`src/rtl/ddr_cmd_sequencer_if.sv`:
```
// Requester/command bus between the requesters and the DDR4 command sequencer.
//   master: drives requests (valid/we/bg/ba/row), observes ack and the command stream
//   slave : the sequencer; consumes requests, drives ack, command pulse, address, status
interface ddr_cmd_sequencer_if #(
   parameter int unsigned NREQ     = 2,
   parameter int unsigned BGWIDTH  = 2,
   parameter int unsigned BAWIDTH  = 2,
   parameter int unsigned ROWWIDTH = 16
);
   logic [NREQ-1:0]          req_valid;
   logic [NREQ-1:0]          req_we;
   logic [NREQ*BGWIDTH-1:0]  req_bg;
   logic [NREQ*BAWIDTH-1:0]  req_ba;
   logic [NREQ*ROWWIDTH-1:0] req_row;
   logic [NREQ-1:0]          req_ack;
   logic [18:0]              commands;
   logic [BGWIDTH-1:0]       bg;
   logic [BAWIDTH-1:0]       ba;
   logic [ROWWIDTH-1:0]      row;
   logic                     busy;
   logic                     ref_overrun;

   modport master (
      output req_valid, req_we, req_bg, req_ba, req_row,
      input  req_ack, commands, bg, ba, row, busy, ref_overrun
   );

   modport slave (
      input  req_valid, req_we, req_bg, req_ba, req_row,
      output req_ack, commands, bg, ba, row, busy, ref_overrun
   );
endinterface

```
`src/rtl/ddr_cmd_sequencer.sv`:
```
// DDR4 command sequencer: round-robin arbitration over NREQ requesters, open-page
// tracking per bank, PR/ACT/RD/WR sequencing with fixed spacing, and periodic
// all-bank refresh (PRA + REF) every T_REFI cycles.
// Ports:
//   clk, reset_n : clock, synchronous active-low reset
//   bus (slave)  : req_valid/we/bg/ba/row in, req_ack out, one-hot commands
//                  ([18]ACT [7]PR [6]PRA [5]RD [3]REF [1]WR), bg/ba/row, busy, ref_overrun
module ddr_cmd_sequencer #(
   parameter int unsigned NREQ     = 2,
   parameter int unsigned BL       = 8,
   parameter int unsigned BGWIDTH  = 2,
   parameter int unsigned BAWIDTH  = 2,
   parameter int unsigned ROWWIDTH = 16,
   parameter int unsigned T_RCD    = 17,
   parameter int unsigned T_RP     = 17,
   parameter int unsigned T_RAS    = 32,
   parameter int unsigned T_RFC    = 34,
   parameter int unsigned T_WR     = 14,
   parameter int unsigned T_CWL    = 10,
   parameter int unsigned T_CCD    = 4,
   parameter int unsigned T_REFI   = 9360
) (
   input logic                clk,
   input logic                reset_n,
   ddr_cmd_sequencer_if.slave bus
);
   localparam int unsigned GW    = (NREQ > 1) ? $clog2(NREQ) : 1;
   localparam int unsigned NBW   = BGWIDTH + BAWIDTH;
   localparam int unsigned NBANK = 1 << NBW;

   // Wait loads are "cycles until next command" minus one: the command issued
   // from WAIT is registered, so it lands exactly T cycles after the previous one.
   localparam logic [7:0]  W_RP      = 8'(T_RP - 1);
   localparam logic [7:0]  W_RCD     = 8'(T_RCD - 1);
   localparam logic [7:0]  W_RFC     = 8'(T_RFC - 1);
   localparam logic [7:0]  W_CCD     = 8'(T_CCD - 1);
   localparam logic [7:0]  W_WREC    = 8'(T_CWL + BL / 2 + T_WR - 1);
   localparam logic [7:0]  RAS_LOAD  = 8'(T_RAS - 1);
   localparam logic [15:0] REFI_LOAD = 16'(T_REFI - 1);

   typedef enum logic [2:0] {S_IDLE, S_PRE, S_ACT, S_RW, S_PREA, S_REF, S_WAIT} state_t;
   typedef enum logic [2:0] {I_NONE, I_PR, I_ACT, I_RW, I_PRA, I_REF} issue_t;

   state_t              state_q, state_d, ret_q, ret_d;
   logic [7:0]          wait_cnt_q, wait_cnt_d, ras_cnt_q, ras_cnt_d;
   logic [15:0]         refi_cnt_q, refi_cnt_d;
   logic                ref_pend_q, ref_pend_d, ref_overrun_q, ref_overrun_d;
   logic [GW-1:0]       rr_last_q, rr_last_d, grant_q, grant_d;
   logic                lat_we_q, lat_we_d;
   logic [BGWIDTH-1:0]  lat_bg_q, lat_bg_d, bg_q, bg_d;
   logic [BAWIDTH-1:0]  lat_ba_q, lat_ba_d, ba_q, ba_d;
   logic [ROWWIDTH-1:0] lat_row_q, lat_row_d, row_q, row_d;
   logic [NBANK-1:0]    open_q, open_d;
   logic [ROWWIDTH-1:0] open_row_q [NBANK];
   logic [ROWWIDTH-1:0] open_row_d [NBANK];
   logic [18:0]         commands_q, commands_d;
   logic [NREQ-1:0]     ack_q, ack_d;
   logic                busy_q, busy_d;
   issue_t              issue;
   logic [NBW-1:0]      bidx;
   logic                ras_ok;
   logic                found;
   int unsigned         cand;

   assign ras_ok = (ras_cnt_q == 8'd0);
   assign bidx   = {lat_bg_d, lat_ba_d};

   // Next-state: decide what to issue this cycle, then apply the issue uniformly.
   always_comb begin
      state_d       = state_q;
      ret_d         = ret_q;
      wait_cnt_d    = (wait_cnt_q != 8'd0) ? wait_cnt_q - 8'd1 : wait_cnt_q;
      ras_cnt_d     = ras_ok ? ras_cnt_q : ras_cnt_q - 8'd1;
      refi_cnt_d    = (refi_cnt_q == 16'd0) ? REFI_LOAD : refi_cnt_q - 16'd1;
      ref_pend_d    = ref_pend_q;
      ref_overrun_d = ref_overrun_q;
      rr_last_d     = rr_last_q;
      grant_d       = grant_q;
      lat_we_d      = lat_we_q;
      lat_bg_d      = lat_bg_q;
      lat_ba_d      = lat_ba_q;
      lat_row_d     = lat_row_q;
      open_d        = open_q;
      open_row_d    = open_row_q;
      commands_d    = '0;
      ack_d         = '0;
      bg_d          = bg_q;
      ba_d          = ba_q;
      row_d         = row_q;
      issue         = I_NONE;
      found         = 1'b0;
      cand          = 0;

      case (state_q)
         S_IDLE: begin
            if (ref_pend_q) begin
               if (|open_q) begin
                  if (ras_ok) issue = I_PRA;
                  else        state_d = S_PREA;
               end else begin
                  issue = I_REF;
               end
            end else begin
               // Round-robin: first valid requester after the last winner.
               for (int unsigned i = 1; i <= NREQ; i++) begin
                  cand = (int'(rr_last_q) + i) % NREQ;
                  if (!found && bus.req_valid[cand]) begin
                     found     = 1'b1;
                     grant_d   = GW'(cand);
                     lat_we_d  = bus.req_we[cand];
                     lat_bg_d  = bus.req_bg[cand*BGWIDTH +: BGWIDTH];
                     lat_ba_d  = bus.req_ba[cand*BAWIDTH +: BAWIDTH];
                     lat_row_d = bus.req_row[cand*ROWWIDTH +: ROWWIDTH];
                  end
               end
               if (found) begin
                  rr_last_d = grant_d;
                  if (!open_q[bidx])                      issue = I_ACT;
                  else if (open_row_q[bidx] == lat_row_d) issue = I_RW;
                  else if (ras_ok)                        issue = I_PR;
                  else                                    state_d = S_PRE;
               end
            end
         end
         S_PRE:  if (ras_ok) issue = I_PR;
         S_PREA: if (ras_ok) issue = I_PRA;
         S_WAIT: begin
            if (wait_cnt_q == 8'd0) begin
               case (ret_q)
                  S_ACT:   issue = I_ACT;
                  S_RW:    issue = I_RW;
                  S_REF:   issue = I_REF;
                  default: state_d = S_IDLE;
               endcase
            end
         end
         default: state_d = S_IDLE;
      endcase

      case (issue)
         I_PR: begin
            commands_d[7] = 1'b1;
            bg_d          = lat_bg_d;
            ba_d          = lat_ba_d;
            open_d[bidx]  = 1'b0;
            wait_cnt_d    = W_RP;
            ret_d         = S_ACT;
            state_d       = S_WAIT;
         end
         I_ACT: begin
            commands_d[18]   = 1'b1;
            bg_d             = lat_bg_d;
            ba_d             = lat_ba_d;
            row_d            = lat_row_d;
            open_d[bidx]     = 1'b1;
            open_row_d[bidx] = lat_row_d;
            ras_cnt_d        = RAS_LOAD;
            wait_cnt_d       = W_RCD;
            ret_d            = S_RW;
            state_d          = S_WAIT;
         end
         I_RW: begin
            if (lat_we_d) commands_d[1] = 1'b1;
            else          commands_d[5] = 1'b1;
            bg_d           = lat_bg_d;
            ba_d           = lat_ba_d;
            ack_d[grant_d] = 1'b1;
            wait_cnt_d     = lat_we_d ? W_WREC : W_CCD;
            ret_d          = S_IDLE;
            state_d        = S_WAIT;
         end
         I_PRA: begin
            commands_d[6] = 1'b1;
            bg_d          = '0;
            ba_d          = '0;
            open_d        = '0;
            wait_cnt_d    = W_RP;
            ret_d         = S_REF;
            state_d       = S_WAIT;
         end
         I_REF: begin
            commands_d[3] = 1'b1;
            bg_d          = '0;
            ba_d          = '0;
            ref_pend_d    = 1'b0;
            wait_cnt_d    = W_RFC;
            ret_d         = S_IDLE;
            state_d       = S_WAIT;
         end
         default: ;
      endcase

      // Interval expiry wins over a same-cycle REF clear; overrun only if still pending.
      if (refi_cnt_q == 16'd0) begin
         ref_pend_d = 1'b1;
         if (ref_pend_q && (issue != I_REF)) ref_overrun_d = 1'b1;
      end

      busy_d = (state_d != S_IDLE);
   end

   // State and output registers.
   always_ff @(posedge clk) begin
      if (!reset_n) begin
         state_q       <= S_IDLE;
         ret_q         <= S_IDLE;
         wait_cnt_q    <= '0;
         ras_cnt_q     <= '0;
         refi_cnt_q    <= REFI_LOAD;
         ref_pend_q    <= 1'b0;
         ref_overrun_q <= 1'b0;
         rr_last_q     <= GW'(NREQ - 1);
         grant_q       <= '0;
         lat_we_q      <= 1'b0;
         lat_bg_q      <= '0;
         lat_ba_q      <= '0;
         lat_row_q     <= '0;
         open_q        <= '0;
         for (int b = 0; b < NBANK; b++) open_row_q[b] <= '0;
         commands_q    <= '0;
         ack_q         <= '0;
         bg_q          <= '0;
         ba_q          <= '0;
         row_q         <= '0;
         busy_q        <= 1'b0;
      end else begin
         state_q       <= state_d;
         ret_q         <= ret_d;
         wait_cnt_q    <= wait_cnt_d;
         ras_cnt_q     <= ras_cnt_d;
         refi_cnt_q    <= refi_cnt_d;
         ref_pend_q    <= ref_pend_d;
         ref_overrun_q <= ref_overrun_d;
         rr_last_q     <= rr_last_d;
         grant_q       <= grant_d;
         lat_we_q      <= lat_we_d;
         lat_bg_q      <= lat_bg_d;
         lat_ba_q      <= lat_ba_d;
         lat_row_q     <= lat_row_d;
         open_q        <= open_d;
         open_row_q    <= open_row_d;
         commands_q    <= commands_d;
         ack_q         <= ack_d;
         bg_q          <= bg_d;
         ba_q          <= ba_d;
         row_q         <= row_d;
         busy_q        <= busy_d;
      end
   end

   assign bus.commands    = commands_q;
   assign bus.req_ack     = ack_q;
   assign bus.bg          = bg_q;
   assign bus.ba          = ba_q;
   assign bus.row         = row_q;
   assign bus.busy        = busy_q;
   assign bus.ref_overrun = ref_overrun_q;
endmodule

```
`src/flat_wrapper.sv`:
```
// flat-port wrapper written by rule: the top's interface ports become plain ports
module ddr_cmd_sequencer_flat 
#(
   parameter int unsigned NREQ     = 2,
   parameter int unsigned BL       = 8,
   parameter int unsigned BGWIDTH  = 2,
   parameter int unsigned BAWIDTH  = 2,
   parameter int unsigned ROWWIDTH = 16,
   parameter int unsigned T_RCD    = 17,
   parameter int unsigned T_RP     = 17,
   parameter int unsigned T_RAS    = 32,
   parameter int unsigned T_RFC    = 34,
   parameter int unsigned T_WR     = 14,
   parameter int unsigned T_CWL    = 10,
   parameter int unsigned T_CCD    = 4,
   parameter int unsigned T_REFI   = 9360
)
  (clk, reset_n, bus_req_valid, bus_req_we, bus_req_bg, bus_req_ba, bus_req_row, bus_req_ack, bus_commands, bus_bg, bus_ba, bus_row, bus_busy, bus_ref_overrun);
  ddr_cmd_sequencer_if #(.NREQ(NREQ), .BGWIDTH(BGWIDTH), .BAWIDTH(BAWIDTH), .ROWWIDTH(ROWWIDTH)) bus_i ();
  input logic clk;
  input logic reset_n;
  input wire logic [$bits(bus_i.req_valid)-1:0] bus_req_valid;
  input wire logic [$bits(bus_i.req_we)-1:0] bus_req_we;
  input wire logic [$bits(bus_i.req_bg)-1:0] bus_req_bg;
  input wire logic [$bits(bus_i.req_ba)-1:0] bus_req_ba;
  input wire logic [$bits(bus_i.req_row)-1:0] bus_req_row;
  output wire logic [$bits(bus_i.req_ack)-1:0] bus_req_ack;
  output wire logic [$bits(bus_i.commands)-1:0] bus_commands;
  output wire logic [$bits(bus_i.bg)-1:0] bus_bg;
  output wire logic [$bits(bus_i.ba)-1:0] bus_ba;
  output wire logic [$bits(bus_i.row)-1:0] bus_row;
  output wire logic [$bits(bus_i.busy)-1:0] bus_busy;
  output wire logic [$bits(bus_i.ref_overrun)-1:0] bus_ref_overrun;
  assign bus_i.req_valid = bus_req_valid;
  assign bus_i.req_we = bus_req_we;
  assign bus_i.req_bg = bus_req_bg;
  assign bus_i.req_ba = bus_req_ba;
  assign bus_i.req_row = bus_req_row;
  assign bus_req_ack = bus_i.req_ack;
  assign bus_commands = bus_i.commands;
  assign bus_bg = bus_i.bg;
  assign bus_ba = bus_i.ba;
  assign bus_row = bus_i.row;
  assign bus_busy = bus_i.busy;
  assign bus_ref_overrun = bus_i.ref_overrun;
  ddr_cmd_sequencer #(.NREQ(NREQ), .BL(BL), .BGWIDTH(BGWIDTH), .BAWIDTH(BAWIDTH), .ROWWIDTH(ROWWIDTH), .T_RCD(T_RCD), .T_RP(T_RP), .T_RAS(T_RAS), .T_RFC(T_RFC), .T_WR(T_WR), .T_CWL(T_CWL), .T_CCD(T_CCD), .T_REFI(T_REFI)) u_core (.clk(clk), .reset_n(reset_n), .bus(bus_i));
endmodule
```
`config.mk`:
```
export PLATFORM = sky130hd
export DESIGN_NAME = ddr_cmd_sequencer_flat
export DESIGN_NICKNAME = d
export VERILOG_FILES = /design/src/rtl/ddr_cmd_sequencer_if.sv /design/src/rtl/ddr_cmd_sequencer.sv /design/src/flat_wrapper.sv
export SDC_FILE = /design/constraint.sdc
export NUM_CORES = 1
export LEC_CHECK = 0
export CAP_MARGIN = 20
export CORE_UTILIZATION = 55
export DETAILED_ROUTE_END_ITERATION = 8
export PLACE_DENSITY = 0.74
export SYNTH_ARGS = -nofsm -noshare
export SYNTH_HDL_FRONTEND = slang
export SYNTH_SLANG_ARGS = --single-unit
export TNS_END_PERCENT = 10
```
`constraint.sdc`:
```
create_clock -name clk -period 5.3 [get_ports clk]
set_input_delay 1.06 -clock clk [delete_from_list [all_inputs] [get_ports clk]]
set_output_delay 1.06 -clock clk [all_outputs]
set_load 0.05 [all_outputs]
```
=== Yosys cells after proc, flatten, opt, wreduce, memory -nomap -nowiden ===
Cells that the tools add are included.

* Bitwise operators: 6
* Reductions and logical operators: 30
* Add/sub/neg operators: 5
* Multiplexer cells: 86
* Magnitude comparators: 8
* Shift-type cells: 6
* Equal/unequal tests: 14

{| class="wikitable"
|+ Operator list
! operator !! count
|-
| 256-bit bitwise mux || 1
|-
| 16-bit two-way mux || 9
|-
| 16-bit binary-select mux with 4-bit select || 1
|-
| 16-bit demux with 4-bit select || 1
|-
| 32-bit by 6-bit indexed part select with 16-bit output || 2
|-
| 3-bit two-way mux || 17
|-
| 16-bit case mux with 3 select lines || 1
|-
| 1-bit two-way mux || 34
|-
| 3-bit case mux with 4 select lines || 2
|-
| 8-bit case mux with 3 select lines || 1
|-
| 3-bit case mux with 3 select lines || 2
|-
| 16-bit bitwise AND || 1
|-
| 16-bit equality test || 1
|-
| 16-bit logical NOT || 1
|-
| 8-bit logical NOT || 2
|-
| 2-bit two-way mux || 8
|-
| 16-bit inverter || 1
|-
| 16-bit bitwise OR || 1
|-
| 16-bit OR reduction || 1
|-
| 4-bit by 3-bit indexed part select with 2-bit output || 4
|-
| 16-bit by 1-bit subtractor with 16-bit output (second input constant) || 1
|-
| 8-bit by 1-bit subtractor with 8-bit output (second input constant) || 2
|-
| 3-bit equality test (second input constant) || 5
|-
| 5-bit two-way mux || 3
|-
| other kinds (30) || 53
|}

* Input port bits: 46
* Word-level logic and storage cells: 194
* Register bits: 377

=== Logic depth before layout (Yosys ltp) ===
Gate-level depths: netlist of the first run.

* Depth after elaboration: 25
* Depth in mapped cells: 18
* Mapped depth without buffers: 12

=== Worst setup path before layout of the first run ===
Ideal clock, no wire load.

* Path type: in2reg
* Start: in bus_req_valid[0]
* End: reg u_core.row_q[0], in the netlist u_core.bus.row[0]
* Stages: 17
* Library setup time: 128 ps
* Arrival: 4412 ps
* Slack: 760 ps
* Data required time: 5172 ps
* Cell sequence: buf_2 a21bo_2 o22a_1 buf_2 buf_4 mux2i_1 o22ai_1 a221oi_1 o22ai_1 o31a_1 o2111ai_1 nor3_4 a211oi_4 buf_6 buf_4 mux2i_1 nor2_1

* Cells in the longest elaborated chain, start to end: 21
* Elaborated cells on any way between the ends: 39
* Those cells by class: 2 x eq/ne; 34 x mux; 1 x bitwise; 2 x reduce/logical

{| class="wikitable"
|+ Ends and longest elaborated chain
! what !! line !! RTL
|-
| start: declaration || flat_wrapper.sv:22 || <nowiki>input wire logic [$bits(bus_i.req_valid)-1:0] bus_req_valid;</nowiki>
|-
| 1-bit two-way mux (not written as such) (2 in series) || ddr_cmd_sequencer.sv:107 || <nowiki>if (!found && bus.req_valid[cand]) begin</nowiki>
|-
| 1-bit two-way mux || ddr_cmd_sequencer.sv:107 ||
|-
| 1-bit two-way mux || ddr_cmd_sequencer.sv:96 || <nowiki>if (ref_pend_q) begin</nowiki>
|-
| 1-bit two-way mux || ddr_cmd_sequencer.sv:94 || <nowiki>case (state_q)</nowiki>
|-
| 1-bit logical NOT || ddr_cmd_sequencer.sv:107 ||
|-
| 1-bit logical AND || ddr_cmd_sequencer.sv:107 ||
|-
| 2-bit two-way mux || ddr_cmd_sequencer.sv:107 ||
|-
| 2-bit two-way mux || ddr_cmd_sequencer.sv:96 ||
|-
| (+3 left out) || -- ||
|-
| 16-bit two-way mux (not written as such) (2 in series) || ddr_cmd_sequencer.sv:119 || <nowiki>else if (open_row_q[bidx] == lat_row_d) issue = I_RW;</nowiki>
|-
| 16-bit equality test || ddr_cmd_sequencer.sv:119 ||
|-
| 3-bit two-way mux || ddr_cmd_sequencer.sv:119 ||
|-
| 3-bit two-way mux || ddr_cmd_sequencer.sv:118 || <nowiki>if (!open_q[bidx]) issue = I_ACT;</nowiki>
|-
| 3-bit two-way mux || ddr_cmd_sequencer.sv:116 || <nowiki>if (found) begin</nowiki>
|-
| 3-bit two-way mux || ddr_cmd_sequencer.sv:96 ||
|-
| 3-bit case mux with 4 select lines || ddr_cmd_sequencer.sv:94 ||
|-
| 3-bit by 2-bit equality test with 1-bit output || ddr_cmd_sequencer.sv:140 || <nowiki>case (issue)</nowiki>
|-
| end signal: assignment || ddr_cmd_sequencer.sv:246 || <nowiki>row_q <= row_d;</nowiki>
|-
| end: declaration || ddr_cmd_sequencer.sv:52 || <nowiki>logic [ROWWIDTH-1:0] lat_row_q, lat_row_d, row_q, row_d;</nowiki>
|}

Parallel ways exist; a longest one is shown, timed or not. The select of a mux whose other input is x is not followed.
A chain may end at the register's enable or synchronous reset.

=== Worst setup path after layout of the first run ===
* Start: in bus_req_valid[0]
* End: reg u_core.open_row_q[80] (netlist bit)

* Cells in the longest elaborated chain, start to end: 21
* Elaborated cells on any way between the ends: 45
* Those cells by class: 2 x order compare; 2 x eq/ne; 37 x mux; 1 x bitwise; 3 x reduce/logical

{| class="wikitable"
|+ Ends and longest elaborated chain
! what !! line !! RTL
|-
| 1-bit two-way mux (not written as such) (2 in series) || ddr_cmd_sequencer.sv:107 ||
|-
| 1-bit two-way mux || ddr_cmd_sequencer.sv:107 ||
|-
| 1-bit two-way mux || ddr_cmd_sequencer.sv:96 ||
|-
| 1-bit two-way mux || ddr_cmd_sequencer.sv:94 ||
|-
| 1-bit logical NOT || ddr_cmd_sequencer.sv:107 ||
|-
| 1-bit logical AND || ddr_cmd_sequencer.sv:107 ||
|-
| 2-bit two-way mux || ddr_cmd_sequencer.sv:107 ||
|-
| 2-bit two-way mux || ddr_cmd_sequencer.sv:96 ||
|-
| (+3 left out) || -- ||
|-
| 16-bit two-way mux (not written as such) (2 in series) || ddr_cmd_sequencer.sv:119 ||
|-
| 16-bit equality test || ddr_cmd_sequencer.sv:119 ||
|-
| 3-bit two-way mux || ddr_cmd_sequencer.sv:119 ||
|-
| 3-bit two-way mux || ddr_cmd_sequencer.sv:118 ||
|-
| 3-bit two-way mux || ddr_cmd_sequencer.sv:116 ||
|-
| 3-bit two-way mux || ddr_cmd_sequencer.sv:96 ||
|-
| 3-bit case mux with 4 select lines || ddr_cmd_sequencer.sv:94 ||
|-
| 3-bit by 2-bit equality test with 1-bit output || ddr_cmd_sequencer.sv:140 ||
|-
| end signal: assignment || ddr_cmd_sequencer.sv:241 || <nowiki>open_row_q <= open_row_d;</nowiki>
|-
| end: declaration || ddr_cmd_sequencer.sv:54 || <nowiki>logic [ROWWIDTH-1:0] open_row_q [NBANK];</nowiki>
|}

Parallel ways exist; a longest one is shown, timed or not. The select of a mux whose other input is x is not followed.

==> run summary, run 1 <==
share of the synthesized area in the top cell type - 41.6%
status - complete, no violations
sequential element share of the synthesized area - 41.6%
static leakage - 8.83 nW
final-report max-slew violation count - 0
Period Utilization, post-route - 98.5%
Synth top cells by count - dfxtp_1, nand2_1, mux2i_1
number of enable-type register cells in the synthesized netlist - 0
unrepaired setup endpoints after global routing - no
number of fillers in the final layout - 2439
Synth Flop Type - dfxtp_1
vias in the first global route - 15200
Routability Congestion - 1.00
worst hold-check slack - 0.400 ns
Power Density - 632 nW/µm²
total routing resource utilization after global routing - 33.0%
Nets - 2124
mean cell area of the mapped netlist - 8.95 µm²
placed cell count - 2430
CTS tree - done
hold path endpoint - u_core.refi_cnt_q[0]
highest clock rate - 192 MHz
die width - 180 µm
detailed-placement wirelength estimate - 36.1 mm
wire length after detailed routing - 54.9 mm
largest buffer count on any clock path - 3
standard-cell row count - 64
remaining antenna violation count - 0
highest net fanout along the worst path - 16
initial standard-cell utilization of the core - 56.6%
cell area after synthesis - 17500 µm²
Clock Sink Count - 364
standard cell core area - 30900 µm²
hold depth - 1
length of the first detailed-routing pass in iterations - 8
# port buffers - 75
Finished Layout Cells - 2499
max-cap violation count - 0
post-synth top area cell - dfxtp_1
Die ar. - 32500 µm²
number of storage elements in the synthesis netlist - 364
count of unique library cells instantiated by Yosys - 86
routed wire length per instance - 22.0 µm
crit start category - primary input
number of synthesis warnings - 0
Fin Clk Skew - 0.0117 ns
Worst EP required - 5.74 ns
DIE HEIGHT - 180 µm
critical register-to-register path endpoint - u_core.open_row_q[80]
slack of the worst reg-to-reg path - 0.32 ns
cell chosen for the clock root - clkbuf_16
antenna fix cells - 0
clock slew at the register clock pins of the worst setup and hold paths - 0.06 ns
worst-skew pair later-pin latency - 0.54 ns
endpoints failing setup - 0
number of buffers inserted to repair setup after CTS - 0
final global-route overflow total - 0
share of post-route cells with drive strength above 1 - 14.3%
post-detailed-route DRC marker count - 0
worst-case headroom to the max-slew limit - 31.7%
largest vdd supply drop - 0.306 mV
via count - 16000
min Tclk post-route - 5.22 ns
top-level I/O count - 89
Critical Path AT - 5.66 ns
total clock buffers created by CTS - 39
Avg Vias per Cell - 6.41
global-route wire length before repair - 85.4 mm
transition time of the tightest slew-check pin - 1.02 ns
number of antenna violations at the first check in global routing - 0
share of async-settable or async-resettable flops after synthesis - 0%
most common cell in the synthesized netlist - dfxtp_1
Layout Area Growth over Synthesis - 19.1%
Clock H-tree levels - 2
launch instance of the worst register-to-register path - u_core.ref_pend_q
cells taking the most area after synthesis - dfxtp_1, mux2i_1, nand2_1, nor2_1, o22ai_1
Mapped Cells - 1954
FF-to-FF path depth - 16
final hold vios - 0
classification of the worst setup path - primary input to flop
total power consumption of the routed design - 13.2 mW
worst min-delay path startpoint - u_core.refi_cnt_q[0]
maximum number of pins on one net before global-route repair - 176
number of DRC violations after detailed-routing iteration 0 - 2067
path type of the worst min-delay path - flop to flop
CP endpoint kind - flop
==> final cells by class <==
class                           count  area, µm²  area share (%)
Tap cell                          396        495            2.38
Inverter                           30        113           0.540
Multi-Input combinational cell   1402       9310            44.7
Clock buffer                       47       1050            5.02
Sequential cell                   364       7290            35.0
Clock inverter                     22        262            1.26
Timing Repair Buffer              238       2320            11.1
==> per-layer routing <==
metal | GRT usage, % | part of all wire (%)
met4 | 13.1 | 4.0
met2 | 53.0 | 45
met3 | 6.35 | 9.6
met1 | 43.6 | 41
met5 | 0 | 0
==> cell families (layout without fill, tap and decap cells) <==
logic type      after synthesis  in the layout  share of synthesized area [%]
compound gates              367            367                           15.5
flops                       364            364                           41.6
xor+xnor                     39             39                           1.95
mux                         308            308                           17.7
simple gates                672            672                           17.1
fa+ha+maj                     3              3                          0.215
other cells                   1             13                         0.0214
buf+inv                     200            337                           5.86
==> power breakdown <==
part / leakage [nW] / total, mW / switching [mW] / internal [mW]
Clock: 0.631 / 2.82 / 1.16 / 1.66
Combinational: 5.25 / 6.92 / 4.19 / 2.73
Sequential: 2.95 / 3.43 / 0.299 / 3.13
==> cells in the final DEF, fill, tap and decap left out, types with 5 or more instances in the layout <==
cell type and n:
a21oi_1 42, a22oi_1 23, a2bb2oi_1 7, a31oi_1 13, and2_1 6, and3_1 6
buf_12 27, buf_4 136, bufinv_16 5, clkbuf_16 39, clkbuf_8 5, clkdlybuf4s50_1 73
clkinv_2 8, clkinvlp_4 6, conb_1 13, dfxtp_1 364, inv_1 30, mux2_2 16
mux2i_1 292, nand2_1 349, nand3_1 15, nand4_1 12, nor2_1 146, nor3_1 58
nor4_1 15, o211ai_1 8, o21a_1 6, o21ai_0 37, o21ai_1 11, o21ai_2 8
o22ai_1 74, o31ai_1 8, o32a_1 27, o32ai_1 45, or2_2 8, or3_1 15
or4_1 5, xnor2_1 25, xor2_1 14
==> worst max path at each step <==
stage,cells after the start,slack (ns),start,to
2_1_floorplan,17,0.76,bus_req_valid[0],u_core.bus.row[0]
3_3_place_gp,20,-0.68,bus_req_valid[1],u_core.ref_pend_q
3_5_place_dp,20,-0.67,bus_req_valid[1],u_core.ref_pend_q
4_1_cts,20,0.1,bus_req_valid[1],u_core.ref_pend_q
5_1_grt,20,0.01,bus_req_valid[0],u_core.wait_cnt_q[0]
6_report,20,0.08,bus_req_valid[0],u_core.open_row_q[80]
==> critical path, cell delays in order <==
cell             delay, ns
clkdlybuf4s50_1       0.55
a21bo_2               0.22
buf_4                 0.14
o32ai_1               0.10
buf_4                 0.17
a32oi_4               0.27
buf_12                0.20
buf_4                 0.13
o32ai_1               0.11
a22oi_1               0.27
nand4_1               0.31
xnor2_1               0.23
nor4_2                0.45
buf_4                 0.19
and4_2                0.28
a211oi_4              0.09
buf_12                0.17
buf_4                 0.14
nand2_4               0.31
mux2i_1               0.26
==> per-stage QoR <==
step	setup TNS (ns)	setup slack (ns)	utilization (%)	area, µm²
final	0	0.0803	67.4	20800
after global routing	0	0.00986	67.4	20800
after CTS	0	0.0991	67.2	20800
after detailed placement	-167.33	-0.674	63.0	19500
after global placement	-157.41	-0.684	63.0	19500
after floorplan	0	0.760	-	17500
==> flip-flops by register name (all words and copies together) (netlist names) <==
name,count
u_core.bus.ba,2
u_core.bus.bg,2
u_core.bus.busy,1
u_core.bus.commands,6
u_core.bus.ref_overrun,1
u_core.bus.req_ack,2
u_core.bus.row,16
u_core.grant_q,1
u_core.lat_ba_q,2
u_core.lat_bg_q,2
u_core.lat_row_q,16
u_core.lat_we_q,1
u_core.open_q,16
u_core.open_row_q,256
u_core.ras_cnt_q,8
u_core.ref_pend_q,1
u_core.refi_cnt_q,16
u_core.ret_q,3
u_core.rr_last_q,1
u_core.state_q,3
u_core.wait_cnt_q,8
==> what timing repair did <==
item / in CTS / in global routing
pin swaps: 0 / 3
gates resized for setup: 2 / 10
hold buffers: 0 / 0
endpoints found under the setup margin: 213 / 207
(Power assumes the default switching activity.)
==> inputs of run 2 (changes only) <==
CORE_ASPECT_RATIO = 0.8   (was default)
GPL_TIMING_DRIVEN = 0   (was default)
==> run 2 against run 1 <==
Effect of this change: the run now ends with setup timing left; maximum frequency down 3.2%; routed wire length up 25%; clock power down 2%; combinational power up 7.7%; worst setup slack worse by 0.17 ns; sequential share of layout area down 0.63 points; hold slack worse by 0.0029 ns; cell count up 2.6%; first-iteration DRC count up 30%; utilization up 0.28 points; register-to-register slack worse by 0.23 ns; largest power group unchanged; highest routed layer is now met5.
==> run summary, run 2 (same netlist as run 1, synthesis figures left out) <==
hold buffer count at cts - 0 (unchanged)
FF-to-FF path depth - 16 (unchanged)
transition time of the tightest slew-check pin - 1.12 ns (+0.102 ns)
static leakage - 8.80 nW (-0.32%)
hold depth - 1 (unchanged)
final-report max-slew violation count - 0 (unchanged)
global-route wire length before repair - 99.8 mm (+17%)
crit start category - primary input
register area - 7290 µm² (unchanged)
share of post-route cells with drive strength above 1 - 14.5% (+0.26 points)
# port buffers - 74 (-1.3%)
cell with the largest stage delay on the worst path - clkdlybuf4s50_1
CP endpoint kind - flop
highest metal layer used by the detailed router - met5
initial standard-cell utilization of the core - 55.8% (-0.80 points)
routed wire length per instance - 26.8 µm (+22%)
crit-path cells - clkdlybuf4s50_1 -> or2_0 -> clkbuf_4 -> a22oi_2 -> buf_4 -> clkbuf_2 -> clkbuf_2 -> nor3_1 -> o31ai_1 -> nand4_1 -> xnor2_1 -> nor2_1 -> and4_1 -> buf_6 -> a21oi_1 -> buf_4 -> nand3_1 -> o31a_1
final global-route overflow total - 0 (unchanged)
highest net fanout along the worst path - 10 (-6)
die width - 201 µm (+12%)
Cell Area, Placed - 18800 µm² (-3.3%)
classification of the worst setup path - primary input to flop
cell chosen for the clock root - clkbuf_16
Worst EP required - 5.73 ns (about the same)
min Tclk post-route - 5.39 ns (+0.170 ns)
Layout Area Growth over Synthesis - 21.3%
vias in the first global route - 15500 (+1.9%)
post-route setup TNS - -4.92 ns (-4.92 ns)
wire length on met1 - 27.7 mm (+22%)
wire length after detailed routing - 68.6 mm (+25%)
Clock Sink Count - 364 (unchanged)
number of DRC violations after detailed-routing iteration 0 - 2687 (+30%)
final worst-path setup slack - -0.0897 ns (-0.170 ns)
area of combinational cells with multiple inputs - 9760 µm² (+4.8%)
worst hold-check slack - 0.397 ns (-0.00290 ns)
final instance area - 21200 µm² (+1.8%)
Nets - 2164 (+1.9%)
largest vdd supply drop - 0.320 mV (+4.7%)
register name with the most flops - u_core.open_row_q
number of antenna violations at the first check in global routing - 2 (+2)
worst-case headroom to the max-slew limit - 25.0% (-6.7 points)
Clock H-tree levels - 2 (unchanged)
Fin Clk Skew - 0.0352 ns (+0.0235 ns)
Power Density - 642 nW/µm² (+1.6%)
Die ar. - 32500 µm² (about the same)
most frequent cells in the layout - dfxtp_1, nand2_1, mux2i_1
worst min-delay path startpoint - u_core.refi_cnt_q[0]
number of flip-flops under the largest register name - 256 (unchanged)
Avg Vias per Cell - 6.58 (+2.7%)
delay-heaviest family, CP - buffers and inverters
standard cell core area - 31400 µm² (+1.4%)
start point of the critical path - bus_req_valid[0]
launch instance of the worst register-to-register path - u_core.lat_ba_q[0]
unrepaired setup endpoints after global routing - yes
remaining antenna violation count - 0 (unchanged)
top-level I/O count - 89 (unchanged)
via count - 16900 (+5.3%)
Routability Congestion - 1.06 (+5.8%)
CTS tree - done
worst-skew pair later-pin latency - 0.57 ns (+0.03 ns)
highest clock rate - 186 MHz (-3.2%)
length of the first detailed-routing pass in iterations - 6 (-2)
final hold vios - 0 (unchanged)
largest buffer count on any clock path - 3 (unchanged)
detailed-placement wirelength estimate - 47.4 mm (+32%)
total power consumption of the routed design - 13.6 mW (+3.5%)
critical register-to-register path endpoint - u_core.bus.busy
endpoints failing setup - 139 (+139)
status - complete, but fails checks
total routing resource utilization after global routing - 40.9% (+7.9 points)
most common cell after layout, fill and taps aside - dfxtp_1
DIE HEIGHT - 162 µm (-10%)
stage delay of the slowest cell on the critical path - 0.45 ns (-0.10 ns)
utilization after layout - 67.7% (+0.28 points)
combined buffer and inverter count along the critical path - 7 (-1)
met2 layer wire length in the routed design - 27.7 mm (+11%)
hold path endpoint - u_core.refi_cnt_q[0]
path type of the worst min-delay path - flop to flop
post-detailed-route DRC marker count - 0 (unchanged)
standard-cell row count - 58 (-9.4%)
failing checks - setup timing
wire length on met3 - 10.5 mm (+98%)
number of fillers in the final layout - 2501 (+2.5%)
total clock buffers created by CTS - 38 (-2.6%)
clock slew at the register clock pins of the worst setup and hold paths - 0.06 ns (about the same)
Period Utilization, post-route - 102% (+3.2 points)
Critical Path AT - 5.82 ns (+0.16 ns)
max-cap violation count - 0 (unchanged)
maximum number of pins on one net before global-route repair - 15 (-91%)
slack of the worst reg-to-reg path - 0.09 ns (-0.23 ns)
## run 2: changes by cell type in the layout (fill, tap and decap cells not counted), sizes merged
cell          delta
clkbuf          +86
buf             -41
clkinvlp         -6
clkinv           +3
inv              -3
bufinv           -2
diode            +2
a211oi           +1
dlygate4sd2      +1
dlymetal6s2s     -1
## run 2: metal layers
metal,vias up,GRT usage [%]
li1,7298,-
met1,8009,56.5
met2,1329,57.8
met3,225,14.6
met4,2,16.1
met5,-,0
## run 2: area by class of cell
class                      instances  share of cell area, %
buffer                           169                   5.87
antenna                            2                 0.0236
sequential                       364                   34.3
clock inverter                    14                  0.808
clock buffer                      52                   5.07
tap                              420                   2.48
timing repair buffer             109                   4.88
inverter                          30                  0.531
multi-input combinational       1403                   46.0
## run 2: repair_timing
action,CTS,global route
hold endpoints to repair,0,0
buffers inserted,18,16
pin swaps,16,21
gates resized for setup,115,99
cloned,1,0
endpoints found under the setup margin,325,325
## run 2: where the power goes
group / internal (mW) / switching, mW
clock network: 1.57 / 1.19
logic: 2.54 / 4.91
registers: 3.13 / 0.289
total: 7.24 / 6.38
## run 2: metrics by stage
step / setup WS, ns / std cells
5_1_grt: -0.0825 / 2561
4_1_cts: -0.00211 / 2546
2_1_floorplan: 0.760 / 1966
3_3_place_gp: -1.81 / 2460
3_5_place_dp: -1.80 / 2461
6_report: -0.0897 / 2563
## run 2: worst reg2reg max path, delay by kind of cell (launching register included)
family / cells / cell delay [ns]
buffers and inverters: 4 / 1.43
AND/OR/NAND/NOR: 6 / 1.24
AO/OA/AOI/OAI: 5 / 1.41
flip-flops: 1 / 0.68
XOR/XNOR: 1 / 0.35
## run 2: how the worst max path moves through the flow
stage | slack [ns] | depth (start not counted) | endpoint
after floorplan | 0.76 | 17 | u_core.bus.row[0]
after global placement | -1.81 | 17 | u_core.open_row_q[215]
after detailed placement | -1.80 | 17 | u_core.open_row_q[215]
after CTS | -0.002 | 21 | u_core.open_row_q[86]
after global routing | -0.08 | 19 | u_core.bus.busy
final | -0.09 | 18 | u_core.bus.busy
